$ cat src/rtl/x7seg_defs.sv
// Shared seven-segment definitions: the hex glyph table, the dp bit position and the default polarities.
// Latency: none (constants only).
// Backpressure: not applicable.
package x7seg_defs;

    // Bit positions in the 8-bit segment bus: bit7 = dp, bit6..0 = g,f,e,d,c,b,a.
    localparam int SEG_DP = 7;

    // Active-high glyphs for nibbles 0..F. Entry 0 is the rightmost byte; bit7 (dp) is always clear here.
    localparam logic [15:0][7:0] SEG_HEX = {
        8'h71, 8'h79, 8'h5E, 8'h39, 8'h7C, 8'h77, 8'h6F, 8'h7F,
        8'h07, 8'h7D, 8'h6D, 8'h66, 8'h4F, 8'h5B, 8'h06, 8'h3F
    };

    // Default pin polarities: 1 = active-low.
    localparam bit SEG_ACT_LOW_DEF = 1'b1;
    localparam bit AN_ACT_LOW_DEF  = 1'b1;

endpackage

$ cat src/rtl/x7seg_hexdec.sv
// Hex nibble plus decimal point to an active-high 8-bit segment pattern.
// Latency: combinational.
// Backpressure: none.
// Ports: i_nib  - hex digit 0..F
//        i_dp   - decimal point, 1 = lit
//        o_seg  - {dp, g, f, e, d, c, b, a}, active-high
module x7seg_hexdec
    import x7seg_defs::*;
(
    input  logic [3:0] i_nib,
    input  logic       i_dp,
    output logic [7:0] o_seg
);

    always_comb begin
        o_seg         = SEG_HEX[i_nib];
        o_seg[SEG_DP] = i_dp;
    end

endmodule

$ cat src/rtl/x7seg_scan.sv
// Multiplexed NDIG-digit seven-segment driver with shadow capture, digit mask and leading-zero blanking.
// Latency: a load at one edge reaches the pins on the next edge, except when that edge is a slot tick.
// Backpressure: none; load may be held high every cycle and simply tracks the inputs.
// Ports: clk, rst (sync, active-high)
//        load          - capture data/dp/en_mask into the shadow
//        data, dp      - nibble and decimal point per digit, digit 0 least significant
//        en_mask       - 1 = digit enabled
//        blank_lz      - live leading-zero blanking enable
//        an, a_to_g    - registered anode select and segment bus, polarity applied
module x7seg_scan
    import x7seg_defs::*;
#(
    parameter int NDIG        = 4,
    parameter int DIV_W       = 16,
    parameter bit SEG_ACT_LOW = SEG_ACT_LOW_DEF,
    parameter bit AN_ACT_LOW  = AN_ACT_LOW_DEF
) (
    input  logic              clk,
    input  logic              rst,
    input  logic              load,
    input  logic [4*NDIG-1:0] data,
    input  logic [NDIG-1:0]   dp,
    input  logic [NDIG-1:0]   en_mask,
    input  logic              blank_lz,
    output logic [NDIG-1:0]   an,
    output logic [7:0]        a_to_g
);

    localparam int IDX_W = (NDIG > 1) ? $clog2(NDIG) : 1;

    localparam logic [7:0]      SEG_OFF = {8{SEG_ACT_LOW}};
    localparam logic [NDIG-1:0] AN_OFF  = {NDIG{AN_ACT_LOW}};

    logic [DIV_W-1:0]  r_presc;
    logic [IDX_W-1:0]  r_idx;
    logic [4*NDIG-1:0] r_sh_data;
    logic [NDIG-1:0]   r_sh_dp;
    logic [NDIG-1:0]   r_sh_mask;
    logic [NDIG-1:0]   r_an;
    logic [7:0]        r_seg;

    logic              w_tick;
    logic [NDIG-1:0]   w_lz;
    logic              w_all_zero;
    logic [3:0]        w_nib;
    logic              w_dp;
    logic              w_mask;
    logic              w_lz_sel;
    logic [NDIG-1:0]   w_onehot;
    logic              w_dark;
    logic [7:0]        w_pat;

    assign w_tick = &r_presc;

    // Leading-zero flags: walk down from the top digit; a digit stays a leading zero
    // only while every digit at or above it has a zero nibble and an unlit dp.
    // Digit 0 is never blanked so an all-zero word still shows "0".
    always_comb begin
        w_lz       = '0;
        w_all_zero = 1'b1;
        for (int i = NDIG - 1; i >= 0; i--) begin
            w_all_zero = w_all_zero && (r_sh_data[4*i +: 4] == 4'h0) && !r_sh_dp[i];
            w_lz[i]    = (i > 0) && w_all_zero;
        end
    end

    // Select the current digit with constant indices so non-power-of-two NDIG stays safe.
    always_comb begin
        w_nib    = 4'h0;
        w_dp     = 1'b0;
        w_mask   = 1'b0;
        w_lz_sel = 1'b0;
        w_onehot = '0;
        for (int i = 0; i < NDIG; i++) begin
            if (r_idx == IDX_W'(i)) begin
                w_nib       = r_sh_data[4*i +: 4];
                w_dp        = r_sh_dp[i];
                w_mask      = r_sh_mask[i];
                w_lz_sel    = w_lz[i];
                w_onehot[i] = 1'b1;
            end
        end
    end

    assign w_dark = !w_mask || (blank_lz && w_lz_sel);

    x7seg_hexdec u_hexdec (
        .i_nib (w_nib),
        .i_dp  (w_dp),
        .o_seg (w_pat)
    );

    always_ff @(posedge clk) begin
        if (rst) begin
            r_presc   <= '0;
            r_idx     <= '0;
            r_sh_data <= '0;
            r_sh_dp   <= '0;
            r_sh_mask <= '0;
            r_an      <= AN_OFF;
            r_seg     <= SEG_OFF;
        end else begin
            r_presc <= r_presc + DIV_W'(1);

            if (w_tick) begin
                if (r_idx == IDX_W'(NDIG - 1)) begin
                    r_idx <= '0;
                end else begin
                    r_idx <= r_idx + IDX_W'(1);
                end
            end

            if (load) begin
                r_sh_data <= data;
                r_sh_dp   <= dp;
                r_sh_mask <= en_mask;
            end

            // The tick edge always drives the dead cycle so the old digit's
            // segments never overlap the next anode.
            if (w_tick || w_dark) begin
                r_an  <= AN_OFF;
                r_seg <= SEG_OFF;
            end else begin
                r_an  <= w_onehot ^ AN_OFF;
                r_seg <= w_pat ^ SEG_OFF;
            end
        end
    end

    assign an     = r_an;
    assign a_to_g = r_seg;

endmodule

$ cat config.mk
export PLATFORM = sky130hd
export DESIGN_NAME = x7seg_scan
export DESIGN_NICKNAME = d
export VERILOG_FILES = /design/src/rtl/x7seg_defs.sv /design/src/rtl/x7seg_hexdec.sv /design/src/rtl/x7seg_scan.sv
export SDC_FILE = /design/constraint.sdc
export NUM_CORES = 1
export LEC_CHECK = 0
export BUFFER_PORTS_ARGS = -buffer_cell sky130_fd_sc_hd__buf_2
export CORE_UTILIZATION = 56
export CTS_CLUSTER_SIZE = 14
export DETAILED_ROUTE_END_ITERATION = 10
export HOLD_SLACK_MARGIN = 0.06
export PLACE_DENSITY = 0.79
export SYNTH_ARGS = -nofsm -noshare
export SYNTH_HDL_FRONTEND = slang
export SYNTH_SLANG_ARGS = --single-unit
$ cat constraint.sdc
create_clock -name clk -period 2.6 [get_ports clk]
set_input_delay 0.39 -clock clk [delete_from_list [all_inputs] [get_ports clk]]
set_output_delay 0.39 -clock clk [all_outputs]
set_load 0.005 [all_outputs]
# Yosys cells after proc, flatten, opt, wreduce, memory -nomap -nowiden
# Memory sizes are Yosys's and may differ from the RTL's.
# Cells that the tools add are included.
[op_classes] addsub=2 n_lt_le_gt_ge=1 n_eq_ne=3 mux=21 bitwise_logic=2 n_reduce_logical=18
[ops] op="$add A16 B1 Y16 const B" count=1
[ops] op="$mux W4" count=4
[ops] op="$reduce_and A16 Y1" count=1
[ops] op="$mux W1" count=15
[ops] op="$logic_not A4 Y1" count=3
[ops] op="$not A8 Y8" count=1
[ops] op="$mux W7" count=1
[ops] op="$logic_and A1 B1 Y1" count=6
[ops] op="$lt A4 B5 Y1 const B" count=1
[ops] op="$eq A2 B2 Y1 const B" count=2
[ops] op="$logic_not A1 Y1" count=4
[ops] op="$not A4 Y4" count=1
[ops] op="$add A2 B1 Y2 const B" count=1
[ops] op="$eq A2 B1 Y1 const B" count=1
[ops] op="$logic_not A2 Y1" count=1
[ops] op="$logic_or A1 B1 Y1" count=2
[ops] op="$mux W2" count=1
[ops] op="$reduce_or A2 Y1" count=1
[totals] regBits=54 mem_bits_ro=128 in_bits=28 out_inout_bits=12 wordCells=55 mem_count=1
[memory_table] memory="(no name shown)" words=16 word_bits=8 rd=1 rd_clocked_by_memory_dff=0 write_ports=0 line_no="x7seg_hexdec.sv:16" text="o_seg = SEG_HEX[i_nib];"

# Logic depth before layout (Yosys ltp)
# Gate-level depths: netlist (run 1).
[depth] word_depth=13 depth_mapped=10 ltp_nobuf=9

# By module
# From an unflattened synthesis (run 1), not the netlist that was laid out.
[unflattened] hier_cells=280 hier_area_um2=2521.2
[modules_own_cells] module="x7seg_scan" instances=1 cells_each=246 area_per_inst_um2=2225.9 seq_area_each_um2=1081.0
[modules_own_cells] module="x7seg_hexdec" instances=1 cells_each=34 area_per_inst_um2=295.3 seq_area_each_um2=0.0

# Worst setup path after synthesis (run 1)
# No wires, ideal clock.
[synth_timing] kind="reg2reg" from="register r_idx[1]" to="register r_seg[1], in the netlist a_to_g[1]" setup_time_ps=95 arrival_time_ps=1969 required_time_ps=2505 setup_slack_ps=536 stages_incl_launch_ff=10 path_buffers=1 period_less_slack_ps=2064 cell_sequence="dfxtp_1 inv_1 ha_1 buf_2 nand3b_1 a211oi_2 inv_1 ha_1 inv_1 o311ai_1"
[synth_via] elab_chain_cells=9 elab_cells_between_ends=23 classes_between="eq/ne (3); mux (12); bitwise (1); reduce/logical (6); memory (1)"
[synth_lines] element="from (decl)" line_no="x7seg_scan.sv:35" text="logic [IDX_W-1:0] r_idx;"
[synth_lines] element="from (signal assigned)" line_no="x7seg_scan.sv:109" text="r_idx <= r_idx + IDX_W'(1);"
[synth_lines] element="parallel branches: the longest is 9 deep, another holds $mem_v2 Z16 W8"
[synth_lines] element="to (signal assigned)" line_no="x7seg_scan.sv:126" text="r_seg <= w_pat ^ SEG_OFF;"
[synth_lines] element="to (decl)" line_no="x7seg_scan.sv:40" text="logic [7:0] r_seg;"
# Parallel ways; which one is timed is not known. The select of a mux whose other input is x is not followed.
# A chain may end at the register's enable or synchronous reset.

# Worst setup path after layout (run 1)
[layout_timing] from="register r_idx[0]" to="register r_seg[4], in the netlist a_to_g[4]"
# Same word-level chain as after synthesis.

==> impl_metrics.prom, run 1 <==
# TYPE chip_impl_metric gauge
chip_impl_info{name="status",value="complete, no violations"} 1
chip_impl_metric{name="whs_path_depth",unit=""} 3
chip_impl_metric{name="fmax",unit="GHz"} 0.439
chip_impl_info{name="most-common-layout-cells",value="dfxtp_1, nor2_1, buf_2"} 1
chip_impl_metric{name="cts_num_sinks",unit=""} 54
chip_impl_metric{name="cts_buffer_depth",unit=""} 2
chip_impl_metric{name="drv.max_cap_violation_count",unit=""} 0
chip_impl_info{name="crit_top_cell",value="nand2_1"} 1
chip_impl_metric{name="drt_iter0_markers",unit=""} 122
chip_impl_metric{name="cp.required",unit="ns"} 2.77
chip_impl_metric{name="drt_drc_violations_left",unit=""} 0
chip_impl_info{name="critical_path_type",value="flip-flop to flip-flop"} 1
chip_impl_info{name="synth.top_cells.by_area",value="dfxtp_1, mux2i_1, nor2_1"} 1
chip_impl_metric{name="antenna_found_initial",unit=""} 0
chip_impl_info{name="hold_end",value="r_sh_mask[1]"} 1
chip_impl_metric{name="worst_case_register_to_register_setup_slack",unit="ns"} 0.32
chip_impl_metric{name="flow.area_growth_from_synthesis",unit="%"} 12.1
chip_impl_metric{name="timing.final.setup_violations",unit=""} 0
chip_impl_metric{name="placement.io_buffers",unit=""} 39
chip_impl_info{name="regToRegStartpoint",value="r_idx[0]"} 1
chip_impl_metric{name="netlist-cell-type-count",unit=""} 45
chip_impl_info{name="cts_tree",value="yes"} 1
chip_impl_info{name="crit_path_start_kind",value="flip-flop"} 1
chip_impl_metric{name="synth_cells",unit=""} 267
chip_impl_info{name="critical_path.reg2reg.endpoint",value="a_to_g[4]"} 1
chip_impl_metric{name="clk_latency_worst_skew_pair",unit="ns"} 0.31
chip_impl_metric{name="avgRoutedWirePerCell",unit="microns"} 13.6
chip_impl_metric{name="grt_start_max_net_pins",unit=""} 43
chip_impl_metric{name="start_util",unit="%"} 58.4
chip_impl_info{name="hold_path_startpoint",value="en_mask[1]"} 1
chip_impl_metric{name="wire_length_of_the_first_global_routing_pass",unit="microns"} 8510
chip_impl_metric{name="synth_area",unit="sq um"} 2540
chip_impl_metric{name="power-per-cell-area",unit="nW/um^2"} 530
chip_impl_metric{name="design_area",unit="sq um"} 2850
chip_impl_metric{name="path_max_fanout",unit=""} 20
chip_impl_metric{name="vias_cell",unit=""} 5.42
chip_impl_metric{name="syn_area_cell",unit="sq um"} 9.52
chip_impl_metric{name="drt_pre_antenna_iters",unit=""} 4
chip_impl_info{name="timing.critical_path.to_type",value="flip-flop"} 1
chip_impl_metric{name="cts_setup_buffers",unit=""} 0
chip_impl_metric{name="htree_num_levels",unit=""} 2
chip_impl_metric{name="design.die.area",unit="sq um"} 4810
chip_impl_info{name="synth_area_leader_cell",value="dfxtp_1"} 1
chip_impl_metric{name="layout-drive-gt1-share",unit="%"} 22.5
chip_impl_info{name="clockRootBuffer",value="clkbuf_8"} 1
chip_impl_metric{name="asyncSetResetFlopFracSynth",unit="%"} 0
chip_impl_metric{name="final.fill_count",unit=""} 365
chip_impl_metric{name="r2r.worst_path.cells",unit=""} 8
chip_impl_metric{name="yosysWarningCount",unit=""} 0
chip_impl_info{name="yosys_most_used_dff",value="dfxtp_1"} 1
chip_impl_metric{name="ys_seq_area_share",unit="%"} 42.5
chip_impl_metric{name="synth-edff-count",unit=""} 0
chip_impl_metric{name="final_min_period_over_clock_period",unit="%"} 87.6
chip_impl_metric{name="place_area",unit="sq um"} 2750
chip_impl_metric{name="relSlewSlack",unit="%"} 52.0
chip_impl_metric{name="antenna_cells",unit=""} 0
chip_impl_metric{name="final_period_minus_worst_setup_slack",unit="ns"} 2.28
chip_impl_metric{name="timing.critical_path.slowest_cell_delay",unit="ns"} 0.44
chip_impl_metric{name="io_pins",unit=""} 40
chip_impl_info{name="holdCritPathClass",value="primary input to flip-flop"} 1
chip_impl_metric{name="placedCellCount",unit=""} 346
chip_impl_metric{name="gr-total-overflow",unit=""} 0
chip_impl_metric{name="fin_cells",unit=""} 354
chip_impl_metric{name="fin_setup_tns",unit="ns"} 0
chip_impl_info{name="layout_commonest_cell",value="dfxtp_1"} 1
chip_impl_metric{name="row_count",unit=""} 24
chip_impl_metric{name="static_leak",unit="nW"} 1.21
chip_impl_metric{name="grt_pass1_vias",unit=""} 1755
chip_impl_info{name="crit_chain",value="ha_2 > a211oi_1 > a211oi_2 > inv_1 > ha_1 > nand2_1 > a2bb2oi_1 > nand2_1"} 1
chip_impl_metric{name="synth_nets",unit=""} 306
chip_impl_metric{name="vias",unit=""} 1919
chip_impl_metric{name="ys_seq_elements",unit=""} 54
chip_impl_metric{name="dp_hpwl",unit="microns"} 3470
chip_impl_metric{name="grtUsageTotal",unit="%"} 22.1
chip_impl_metric{name="critPathArrivalTime",unit="ns"} 2.45
chip_impl_info{name="slowest_stage",value="a211oi_2"} 1
chip_impl_metric{name="tightest_slew",unit="ns"} 0.719
chip_impl_info{name="rsz0062_at_grt",value="false"} 1
chip_impl_metric{name="core_region_area",unit="sq um"} 4350
chip_impl_metric{name="yosysTopAreaCellShare",unit="%"} 42.5
chip_impl_metric{name="gp_congestion",unit=""} 0.869
chip_impl_metric{name="drt-total-wl",unit="microns"} 4830
chip_impl_metric{name="final-max-slew-violation-count",unit=""} 0
chip_impl_metric{name="cts_buffers",unit=""} 5
chip_impl_metric{name="hold_slack",unit="ns"} 0.320
chip_impl_metric{name="drt.antenna.violating_nets",unit=""} 0
chip_impl_metric{name="timing.critical_path.buf_inv",unit=""} 1
chip_impl_metric{name="vdd.ir_drop.worst",unit="mV"} 0.374
chip_impl_metric{name="dieHeight",unit="microns"} 69.4
chip_impl_metric{name="clock_edge_transition_at_the_registers_on_the_reported_setup_and_hold_paths",unit="ns"} 0.10
chip_impl_info{name="cp_top_family",value="compound AO/OA/AOI/OAI gates"} 1
chip_impl_metric{name="fin_worst_skew",unit="ns"} 0.00878
chip_impl_metric{name="chipWidth",unit="microns"} 69.4
chip_impl_metric{name="layout.nets",unit=""} 340
chip_impl_metric{name="hold_viol_final",unit=""} 0
==> synth_stat cells (3+ instances only) <==
master,n
xnor2_1,4
clkbuf_1,6
buf_2,6
nor2b_1,5
nor3_1,4
dfxtp_1,54
a21oi_1,10
mux2i_1,26
or3_1,3
nor3b_1,4
nand3_1,6
a211oi_1,5
xor2_1,8
o21ai_0,6
inv_1,9
nand2_1,19
nand3b_1,7
nor2_1,40
ha_1,11
a211oi_2,3
nand4_2,3
==> how the worst max path moves through the flow <==
stage / from / slack [ns] / depth (start not counted) / end
3_5_place_dp: r_idx[0] / 0.16 / 8 / a_to_g[4]
6_report: r_idx[0] / 0.32 / 8 / a_to_g[4]
2_1_floorplan: r_idx[1] / 0.54 / 9 / a_to_g[1]
4_1_cts: r_idx[0] / 0.13 / 8 / a_to_g[4]
3_3_place_gp: r_idx[0] / 0.30 / 8 / a_to_g[4]
5_1_grt: r_idx[0] / 0.07 / 8 / a_to_g[4]
==> stage by stage <==
| step | utilization, % | power, mW | worst slack (ns) |
|---|---|---|---|
| 3_5_place_dp | 63.0 | 1.05 | 0.159 |
| 5_1_grt | 65.4 | 1.58 | 0.0651 |
| 2_1_floorplan | - | 1.00 | 0.536 |
| 3_3_place_gp | 63.0 | 1.05 | 0.303 |
| 4_1_cts | 65.2 | 1.52 | 0.132 |
| 6_report | 65.4 | 1.51 | 0.322 |
==> state kept, by name (all words and copies together), names as in the netlist <==
register   count
an             4
r_idx          2
r_presc       16
r_sh_dp        4
r_sh_data     16
a_to_g         8
r_sh_mask      4
==> layout make-up <==
type | instances | area [sq um] | area share (%)
Multi-Input combinational cell | 189 | 1360 | 47.6
Clock buffer | 6 | 82.6 | 2.90
Timing Repair Buffer | 42 | 218 | 7.65
Clock inverter | 2 | 12.5 | 0.439
Inverter | 9 | 33.8 | 1.19
Tap cell | 52 | 65.1 | 2.28
Sequential cell | 54 | 1080 | 38.0
==> cell families (layout without fill, tap and decap cells) <==
| group | after synthesis | in the layout | share of synthesized area, % |
|---|---|---|---|
| adders and majority gates | 11 | 11 | 5.42 |
| DFF | 54 | 54 | 42.5 |
| and+or+nand+nor | 103 | 103 | 22.6 |
| buffers and inverters | 24 | 59 | 4.43 |
| xor gates and xnor gates | 12 | 12 | 4.14 |
| AOI/OAI and AO/OA | 36 | 36 | 10.1 |
| muxes | 27 | 27 | 10.7 |
==> tightest hold or removal path, stage by stage <==
cell     delay (ns)
buf_2          0.07
mux2i_1        0.05
nor2_1         0.08
==> report_power, final <==
| part | internal (mW) | switching (mW) |
|---|---|---|
| clock network | 0.214 | 0.263 |
| logic | 0.0706 | 0.0793 |
| registers | 0.857 | 0.0237 |
==> metal layers <==
metal  up-vias  share of wire, %  global-route usage (%)
met1       873                51                    33.5
li1        989                 -                       -
met5         -                 0                       0
met2        53                43                    31.5
met4         0               1.1                    6.12
met3         4               5.5                    4.80
==> what timing repair did <==
item,4_1_cts,5_1_grt
setup endpoints to repair,0,5
resized for setup,0,3
hold buffers,0,0
Power figures use the tool's default switching activity.
==> run 2, diff against run 1 <==
--- a/config.mk
+++ b/config.mk
@@ -10,7 +10,7 @@
 export CTS_CLUSTER_SIZE = 14
 export DETAILED_ROUTE_END_ITERATION = 10
 export HOLD_SLACK_MARGIN = 0.06
-export PLACE_DENSITY = 0.79
+export PLACE_DENSITY = 0.81
 export SYNTH_ARGS = -nofsm -noshare
 export SYNTH_HDL_FRONTEND = slang
 export SYNTH_SLANG_ARGS = --single-unit
==> run 2 against run 1 <==
Sequential power about the same. Clock-buffer cell count unchanged. Clock power rose by 43%. Combinational power hardly changed. First-iteration DRC count fell by 6.6%. Flip-flop and latch count unchanged.
==> impl_metrics.prom, run 2 (synthesis gave the netlist of run 1 again) <==
# TYPE chip_impl_metric gauge
chip_impl_info{name="status",value="complete, no violations"} 1
chip_impl_metric{name="fmax",unit="GHz"} 0.412
chip_impl_metric{name="final_period_minus_worst_setup_slack",unit="ns"} 2.43
chip_impl_metric{name="drv.max_cap_violation_count",unit=""} 0
chip_impl_metric{name="gr-total-overflow",unit=""} 0
chip_impl_metric{name="antenna_found_initial",unit=""} 0
chip_impl_metric{name="io_pins",unit=""} 40
chip_impl_metric{name="sequentialPowerShare",unit="%"} 51.5
chip_impl_metric{name="hold_slack",unit="ns"} 0.303
chip_impl_info{name="crit_top_cell",value="inv_1"} 1
chip_impl_info{name="timing.critical_path.to_type",value="flip-flop"} 1
chip_impl_info{name="slowest_stage",value="ha_1"} 1
chip_impl_metric{name="cts_hold_buf",unit=""} 0
chip_impl_metric{name="antenna_cells",unit=""} 0
chip_impl_metric{name="design.die.area",unit="sq um"} 4810
chip_impl_metric{name="avgRoutedWirePerCell",unit="microns"} 14.5
chip_impl_metric{name="dieHeight",unit="microns"} 69.4
chip_impl_info{name="holdCritPathClass",value="primary input to flip-flop"} 1
chip_impl_info{name="most-common-layout-cells",value="dfxtp_1, nor2_1, buf_2"} 1
chip_impl_info{name="clockRootBuffer",value="clkbuf_8"} 1
chip_impl_info{name="cts_tree",value="yes"} 1
chip_impl_metric{name="start_util",unit="%"} 58.4
chip_impl_metric{name="wire_length_of_the_first_global_routing_pass",unit="microns"} 8500
chip_impl_metric{name="vias",unit=""} 1930
chip_impl_metric{name="design_area",unit="sq um"} 2890
chip_impl_metric{name="vias_cell",unit=""} 5.45
chip_impl_metric{name="grtUsageTotal",unit="%"} 22.3
chip_impl_metric{name="critPathArrivalTime",unit="ns"} 2.62
chip_impl_metric{name="timing.critical_path.slowest_cell_delay",unit="ns"} 0.49
chip_impl_info{name="crit_chain",value="inv_1 > ha_1 > a211oi_1 > a211oi_2 > inv_1 > ha_1 > inv_1 > mux2i_1 > o211ai_1"} 1
chip_impl_metric{name="fin_setup_tns",unit="ns"} 0
chip_impl_metric{name="fin_cells",unit=""} 354
chip_impl_metric{name="drt_pre_antenna_iters",unit=""} 4
chip_impl_metric{name="layout.nets",unit=""} 340
chip_impl_metric{name="row_count",unit=""} 24
chip_impl_metric{name="grt_start_max_net_pins",unit=""} 43
chip_impl_metric{name="switchingPower",unit="uW"} 375
chip_impl_metric{name="placement.io_buffers",unit=""} 39
chip_impl_metric{name="vdd.ir_drop.worst",unit="mV"} 0.418
chip_impl_metric{name="flow.area_growth_from_synthesis",unit="%"} 13.8
chip_impl_metric{name="cts_resized",unit=""} 0
chip_impl_metric{name="clk_latency_worst_skew_pair",unit="ns"} 0.31
chip_impl_metric{name="cts_buffers",unit=""} 5
chip_impl_metric{name="p_clk_share",unit="%"} 39.7
chip_impl_metric{name="comb_power_share",unit="%"} 8.8
chip_impl_metric{name="drt_drc_violations_left",unit=""} 0
chip_impl_metric{name="htree_num_levels",unit=""} 2
chip_impl_metric{name="layout-drive-gt1-share",unit="%"} 22.2
chip_impl_metric{name="fin_worst_skew",unit="ns"} 0.00721
chip_impl_info{name="critical_path_type",value="flip-flop to flip-flop"} 1
chip_impl_metric{name="cp.required",unit="ns"} 2.79
chip_impl_metric{name="final_min_period_over_clock_period",unit="%"} 93.4
chip_impl_metric{name="chipWidth",unit="microns"} 69.4
chip_impl_metric{name="timing.final.setup_violations",unit=""} 0
chip_impl_metric{name="placedCellCount",unit=""} 346
chip_impl_metric{name="relSlewSlack",unit="%"} 52.0
chip_impl_metric{name="place_area",unit="sq um"} 2750
chip_impl_metric{name="switching_share_of_power",unit="%"} 21.9
chip_impl_metric{name="final-max-slew-violation-count",unit=""} 0
chip_impl_metric{name="static_leak",unit="nW"} 1.24
chip_impl_metric{name="core_region_area",unit="sq um"} 4350
chip_impl_metric{name="power-per-cell-area",unit="nW/um^2"} 592
chip_impl_metric{name="cell_internal_power",unit="mW"} 1.34
chip_impl_metric{name="drt-total-wl",unit="microns"} 5140
chip_impl_metric{name="cts_buffer_depth",unit=""} 2
chip_impl_metric{name="grt_pass1_vias",unit=""} 1784
chip_impl_metric{name="tightest_slew",unit="ns"} 0.720
chip_impl_metric{name="clock_edge_transition_at_the_registers_on_the_reported_setup_and_hold_paths",unit="ns"} 0.09
chip_impl_metric{name="drt_iter0_markers",unit=""} 114
chip_impl_info{name="layout_commonest_cell",value="dfxtp_1"} 1
chip_impl_metric{name="timing.critical_path.buf_inv",unit=""} 3
chip_impl_metric{name="cts_setup_buffers",unit=""} 0
chip_impl_metric{name="drt.antenna.violating_nets",unit=""} 0
chip_impl_metric{name="post-layout-total-power",unit="mW"} 1.71
chip_impl_metric{name="dp_hpwl",unit="microns"} 3530
chip_impl_metric{name="cts_num_sinks",unit=""} 54
chip_impl_info{name="crit_path_start_kind",value="flip-flop"} 1
chip_impl_metric{name="path_max_fanout",unit=""} 14
chip_impl_metric{name="gp_congestion",unit=""} 0.861
chip_impl_info{name="cp_top_family",value="adder cells"} 1
chip_impl_metric{name="hold_viol_final",unit=""} 0
## run 2: cell types whose count changed in the layout (fill, tap and decap cells not counted), sizes merged
| cell | delta |
|---|---|
| clkinv | -1 |
| bufinv | +2 |
| clkinvlp | -1 |
## run 2: layout make-up
| class | count | area, sq um |
|---|---|---|
| clock buffer | 6 | 82.6 |
| clock inverter | 2 | 60.1 |
| fill | 351 | 1460 |
| inverter | 9 | 33.8 |
| multi-input combinational | 189 | 1350 |
| sequential | 54 | 1080 |
| tap | 52 | 65.1 |
| timing repair buffer | 42 | 218 |
## run 2: power by group through the flow
stage          clock [mW]  combinational [mW]  sequential [mW]
6_report            0.681               0.151            0.882
5_1_grt             0.721               0.170            0.886
4_1_cts             0.695               0.151            0.882
3_5_place_dp            0               0.149            0.901
3_3_place_gp            0               0.145            0.900
2_1_floorplan           0               0.106            0.893
## run 2: worst paths after layout
check	from	endpoint	slack, ns	cells past startpoint
hold / removal	data[9]	r_sh_data[9]	0.30	3
setup / recovery	r_idx[0]	a_to_g[3]	0.17	9
hold reg to reg	r_presc[0]	r_presc[0]	0.50	1
setup reg to reg	r_idx[0]	a_to_g[3]	0.17	9
## run 2: metrics by stage
| step | setup WS (ns) | util (%) |
|---|---|---|
| finish | 0.172 | 66.4 |
| global placement | 0.327 | 63.0 |
| detailed placement | 0.131 | 63.0 |
| floorplan | 0.536 | - |
| CTS | 0.0847 | 66.3 |
| global route | -0.0000953 | 66.4 |
## run 2: tightest hold or removal path, cell delays in order
cell and delay, ns:
buf_2 0.07, mux2i_1 0.05, nor2_1 0.07
## run 2: per-layer routing
| layer | global-route usage, % | wire length [microns] |
|---|---|---|
| met5 | 0 | 0 |
| met1 | 31.2 | 2490 |
| met4 | 9.52 | 94 |
| met2 | 33.8 | 2340 |
| met3 | 3.92 | 213 |
==> run 3, diff against run 2 <==
--- a/config.mk
+++ b/config.mk
@@ -11,6 +11,7 @@
 export DETAILED_ROUTE_END_ITERATION = 10
 export HOLD_SLACK_MARGIN = 0.06
 export PLACE_DENSITY = 0.81
+export RECOVER_POWER = 25
 export SYNTH_ARGS = -nofsm -noshare
 export SYNTH_HDL_FRONTEND = slang
 export SYNTH_SLANG_ARGS = --single-unit
==> run 3 against run 2 <==
The run now ends with capacitance limit, slew limit left. Sequential power about the same. Hold slack is essentially flat. Critical path depth did not move. Clock power hardly changed. Global-route usage unchanged. Combinational power about the same. Largest power group unchanged. Largest cell class unchanged. Critical endpoint unchanged. Flip-flop and latch count unchanged. Core utilization down 0.11 points.
==> impl_metrics.prom, run 3 (synthesis gave the netlist of run 1 again) <==
# TYPE chip_impl_metric gauge
chip_impl_metric{name="grt_pass1_vias",unit=""} 1784
chip_impl_metric{name="r2r.worst_path.cells",unit=""} 9
chip_impl_metric{name="design_area",unit="sq um"} 2890
chip_impl_info{name="status",value="finished, violations left"} 1
chip_impl_metric{name="flow.area_growth_from_synthesis",unit="%"} 13.6
chip_impl_metric{name="cell_internal_power",unit="mW"} 1.34
chip_impl_metric{name="place_area",unit="sq um"} 2750
chip_impl_metric{name="hold_slack",unit="ns"} 0.303
chip_impl_info{name="crit_path_start_kind",value="flip-flop"} 1
chip_impl_info{name="timing.critical_path.to_type",value="flip-flop"} 1
chip_impl_metric{name="cts_buffer_depth",unit=""} 2
chip_impl_metric{name="power-per-cell-area",unit="nW/um^2"} 593
chip_impl_metric{name="final_min_period_over_clock_period",unit="%"} 92.9
chip_impl_metric{name="antenna_cells",unit=""} 0
chip_impl_metric{name="comb_power_share",unit="%"} 8.8
chip_impl_metric{name="static_leak",unit="nW"} 1.23
chip_impl_metric{name="row_count",unit=""} 24
chip_impl_metric{name="cts_setup_buffers",unit=""} 0
chip_impl_info{name="violations",value="capacitance limit, slew limit"} 1
chip_impl_metric{name="drt_iter0_markers",unit=""} 155
chip_impl_metric{name="gp_congestion",unit=""} 0.861
chip_impl_metric{name="avgRoutedWirePerCell",unit="microns"} 14.4
chip_impl_metric{name="placement.io_buffers",unit=""} 39
chip_impl_metric{name="fmax",unit="GHz"} 0.414
chip_impl_info{name="clockRootBuffer",value="clkbuf_8"} 1
chip_impl_metric{name="path_max_fanout",unit=""} 14
chip_impl_metric{name="clk_latency_worst_skew_pair",unit="ns"} 0.31
chip_impl_metric{name="fin_worst_skew",unit="ns"} 0.00585
chip_impl_metric{name="fin_cells",unit=""} 354
chip_impl_metric{name="cp.required",unit="ns"} 2.79
chip_impl_metric{name="drt-total-wl",unit="microns"} 5110
chip_impl_metric{name="cts_hold_buf",unit=""} 0
chip_impl_info{name="holdCritPathClass",value="primary input to flip-flop"} 1
chip_impl_metric{name="timing.final.setup_violations",unit=""} 0
chip_impl_info{name="most-common-layout-cells",value="dfxtp_1, nor2_1, buf_2"} 1
chip_impl_metric{name="vias_cell",unit=""} 5.47
chip_impl_metric{name="tightest_slew",unit="ns"} 1.78
chip_impl_metric{name="switchingPower",unit="uW"} 373
chip_impl_metric{name="drt.antenna.violating_nets",unit=""} 0
chip_impl_metric{name="switching_share_of_power",unit="%"} 21.8
chip_impl_metric{name="clock_edge_transition_at_the_registers_on_the_reported_setup_and_hold_paths",unit="ns"} 0.09
chip_impl_metric{name="placedCellCount",unit=""} 346
chip_impl_metric{name="cts_buffers",unit=""} 5
chip_impl_metric{name="drv.max_cap_violation_count",unit=""} 1
chip_impl_metric{name="design.die.area",unit="sq um"} 4810
chip_impl_metric{name="final-max-slew-violation-count",unit=""} 43
chip_impl_metric{name="final.fill_count",unit=""} 350
chip_impl_metric{name="vias",unit=""} 1937
chip_impl_metric{name="layout.nets",unit=""} 340
chip_impl_metric{name="io_pins",unit=""} 40
chip_impl_metric{name="sequentialPowerShare",unit="%"} 51.6
chip_impl_metric{name="final_period_minus_worst_setup_slack",unit="ns"} 2.41
chip_impl_metric{name="p_clk_share",unit="%"} 39.6
chip_impl_metric{name="htree_num_levels",unit=""} 2
chip_impl_metric{name="gr-total-overflow",unit=""} 0
chip_impl_metric{name="antenna_found_initial",unit=""} 0
chip_impl_info{name="layout_commonest_cell",value="dfxtp_1"} 1
chip_impl_info{name="cts_tree",value="yes"} 1
chip_impl_metric{name="chipWidth",unit="microns"} 69.4
chip_impl_info{name="critical_path_type",value="flip-flop to flip-flop"} 1
chip_impl_metric{name="cts_num_sinks",unit=""} 54
chip_impl_metric{name="grtUsageTotal",unit="%"} 22.3
chip_impl_metric{name="critPathArrivalTime",unit="ns"} 2.60
chip_impl_metric{name="dp_hpwl",unit="microns"} 3530
chip_impl_metric{name="start_util",unit="%"} 58.4
chip_impl_metric{name="layout-drive-gt1-share",unit="%"} 21.5
chip_impl_metric{name="vdd.ir_drop.worst",unit="mV"} 0.413
chip_impl_metric{name="drt_drc_violations_left",unit=""} 0
chip_impl_metric{name="grt_start_max_net_pins",unit=""} 43
chip_impl_metric{name="relSlewSlack",unit="%"} -18.5
chip_impl_metric{name="core_region_area",unit="sq um"} 4350
chip_impl_metric{name="drt_pre_antenna_iters",unit=""} 4
chip_impl_metric{name="wire_length_of_the_first_global_routing_pass",unit="microns"} 8500
chip_impl_metric{name="dieHeight",unit="microns"} 69.4
chip_impl_metric{name="whs_path_depth",unit=""} 3
chip_impl_metric{name="hold_viol_final",unit=""} 0
run 3: cell count changes in the layout (fill, tap and decap cells not counted):
cell	change
buf_2	-1
clkbuf_1	+2
buf_4	-1
run 3: cell type report:
cell class,instances,area [sq um],share of cell area (%)
tap,52,65.1,2.25
inverter,9,33.8,1.17
clock buffer,6,82.6,2.86
sequential,54,1080,37.4
timing repair buffer,42,213,7.37
clock inverter,2,60.1,2.08
multi-input combinational,189,1350,46.8
run 3: final timing paths:
path / start / to / slack, ns
setup reg to reg: r_idx[0] / a_to_g[3] / 0.19
hold reg to reg: r_presc[0] / r_presc[0] / 0.50
hold / removal: data[9] / r_sh_data[9] / 0.30
setup / recovery: r_idx[0] / a_to_g[3] / 0.19
run 3: critical path, cell delays in order (launching register included):
cell      delay (ns)
dfxtp_1         0.36
inv_1           0.10
ha_1            0.48
a211oi_1        0.12
a211oi_2        0.44
inv_1           0.15
ha_1            0.32
inv_1           0.05
mux2i_1         0.15
o211ai_1        0.11
run 3: metal layers:
metal	up-vias	global-route usage (%)	routed length, microns	part of all wire [%]
met3	10	3.92	196	3.8
met1	905	31.2	2470	48
met5	-	0	0	0
met4	0	9.52	104	2.0
li1	983	-	-	-
met2	39	33.8	2340	46
run 3: power by group through the flow:
stage          combinational, mW  sequential [mW]  clock (mW)
2_1_floorplan              0.106            0.893           0
3_3_place_gp               0.145            0.900           0
3_5_place_dp               0.149            0.901           0
4_1_cts                    0.151            0.882       0.695
5_1_grt                    0.169            0.887       0.721
6_report                   0.151            0.883       0.678
run 3: stage by stage:
| step | util [%] | power (mW) | setup TNS [ns] | setup WS (ns) |
|---|---|---|---|---|
| 2_1_floorplan | - | 1.00 | 0 | 0.536 |
| 3_3_place_gp | 63.0 | 1.05 | 0 | 0.327 |
| 3_5_place_dp | 63.0 | 1.05 | 0 | 0.131 |
| 4_1_cts | 66.3 | 1.73 | 0 | 0.0847 |
| 5_1_grt | 66.3 | 1.78 | -0.0000953 | -0.0000953 |
| 6_report | 66.3 | 1.71 | 0 | 0.186 |
run 3: what timing repair did:
item                                    CTS  global route
gates resized for setup                   0             2
endpoints found under the setup margin    0             5
endpoints found under the hold margin     0             0
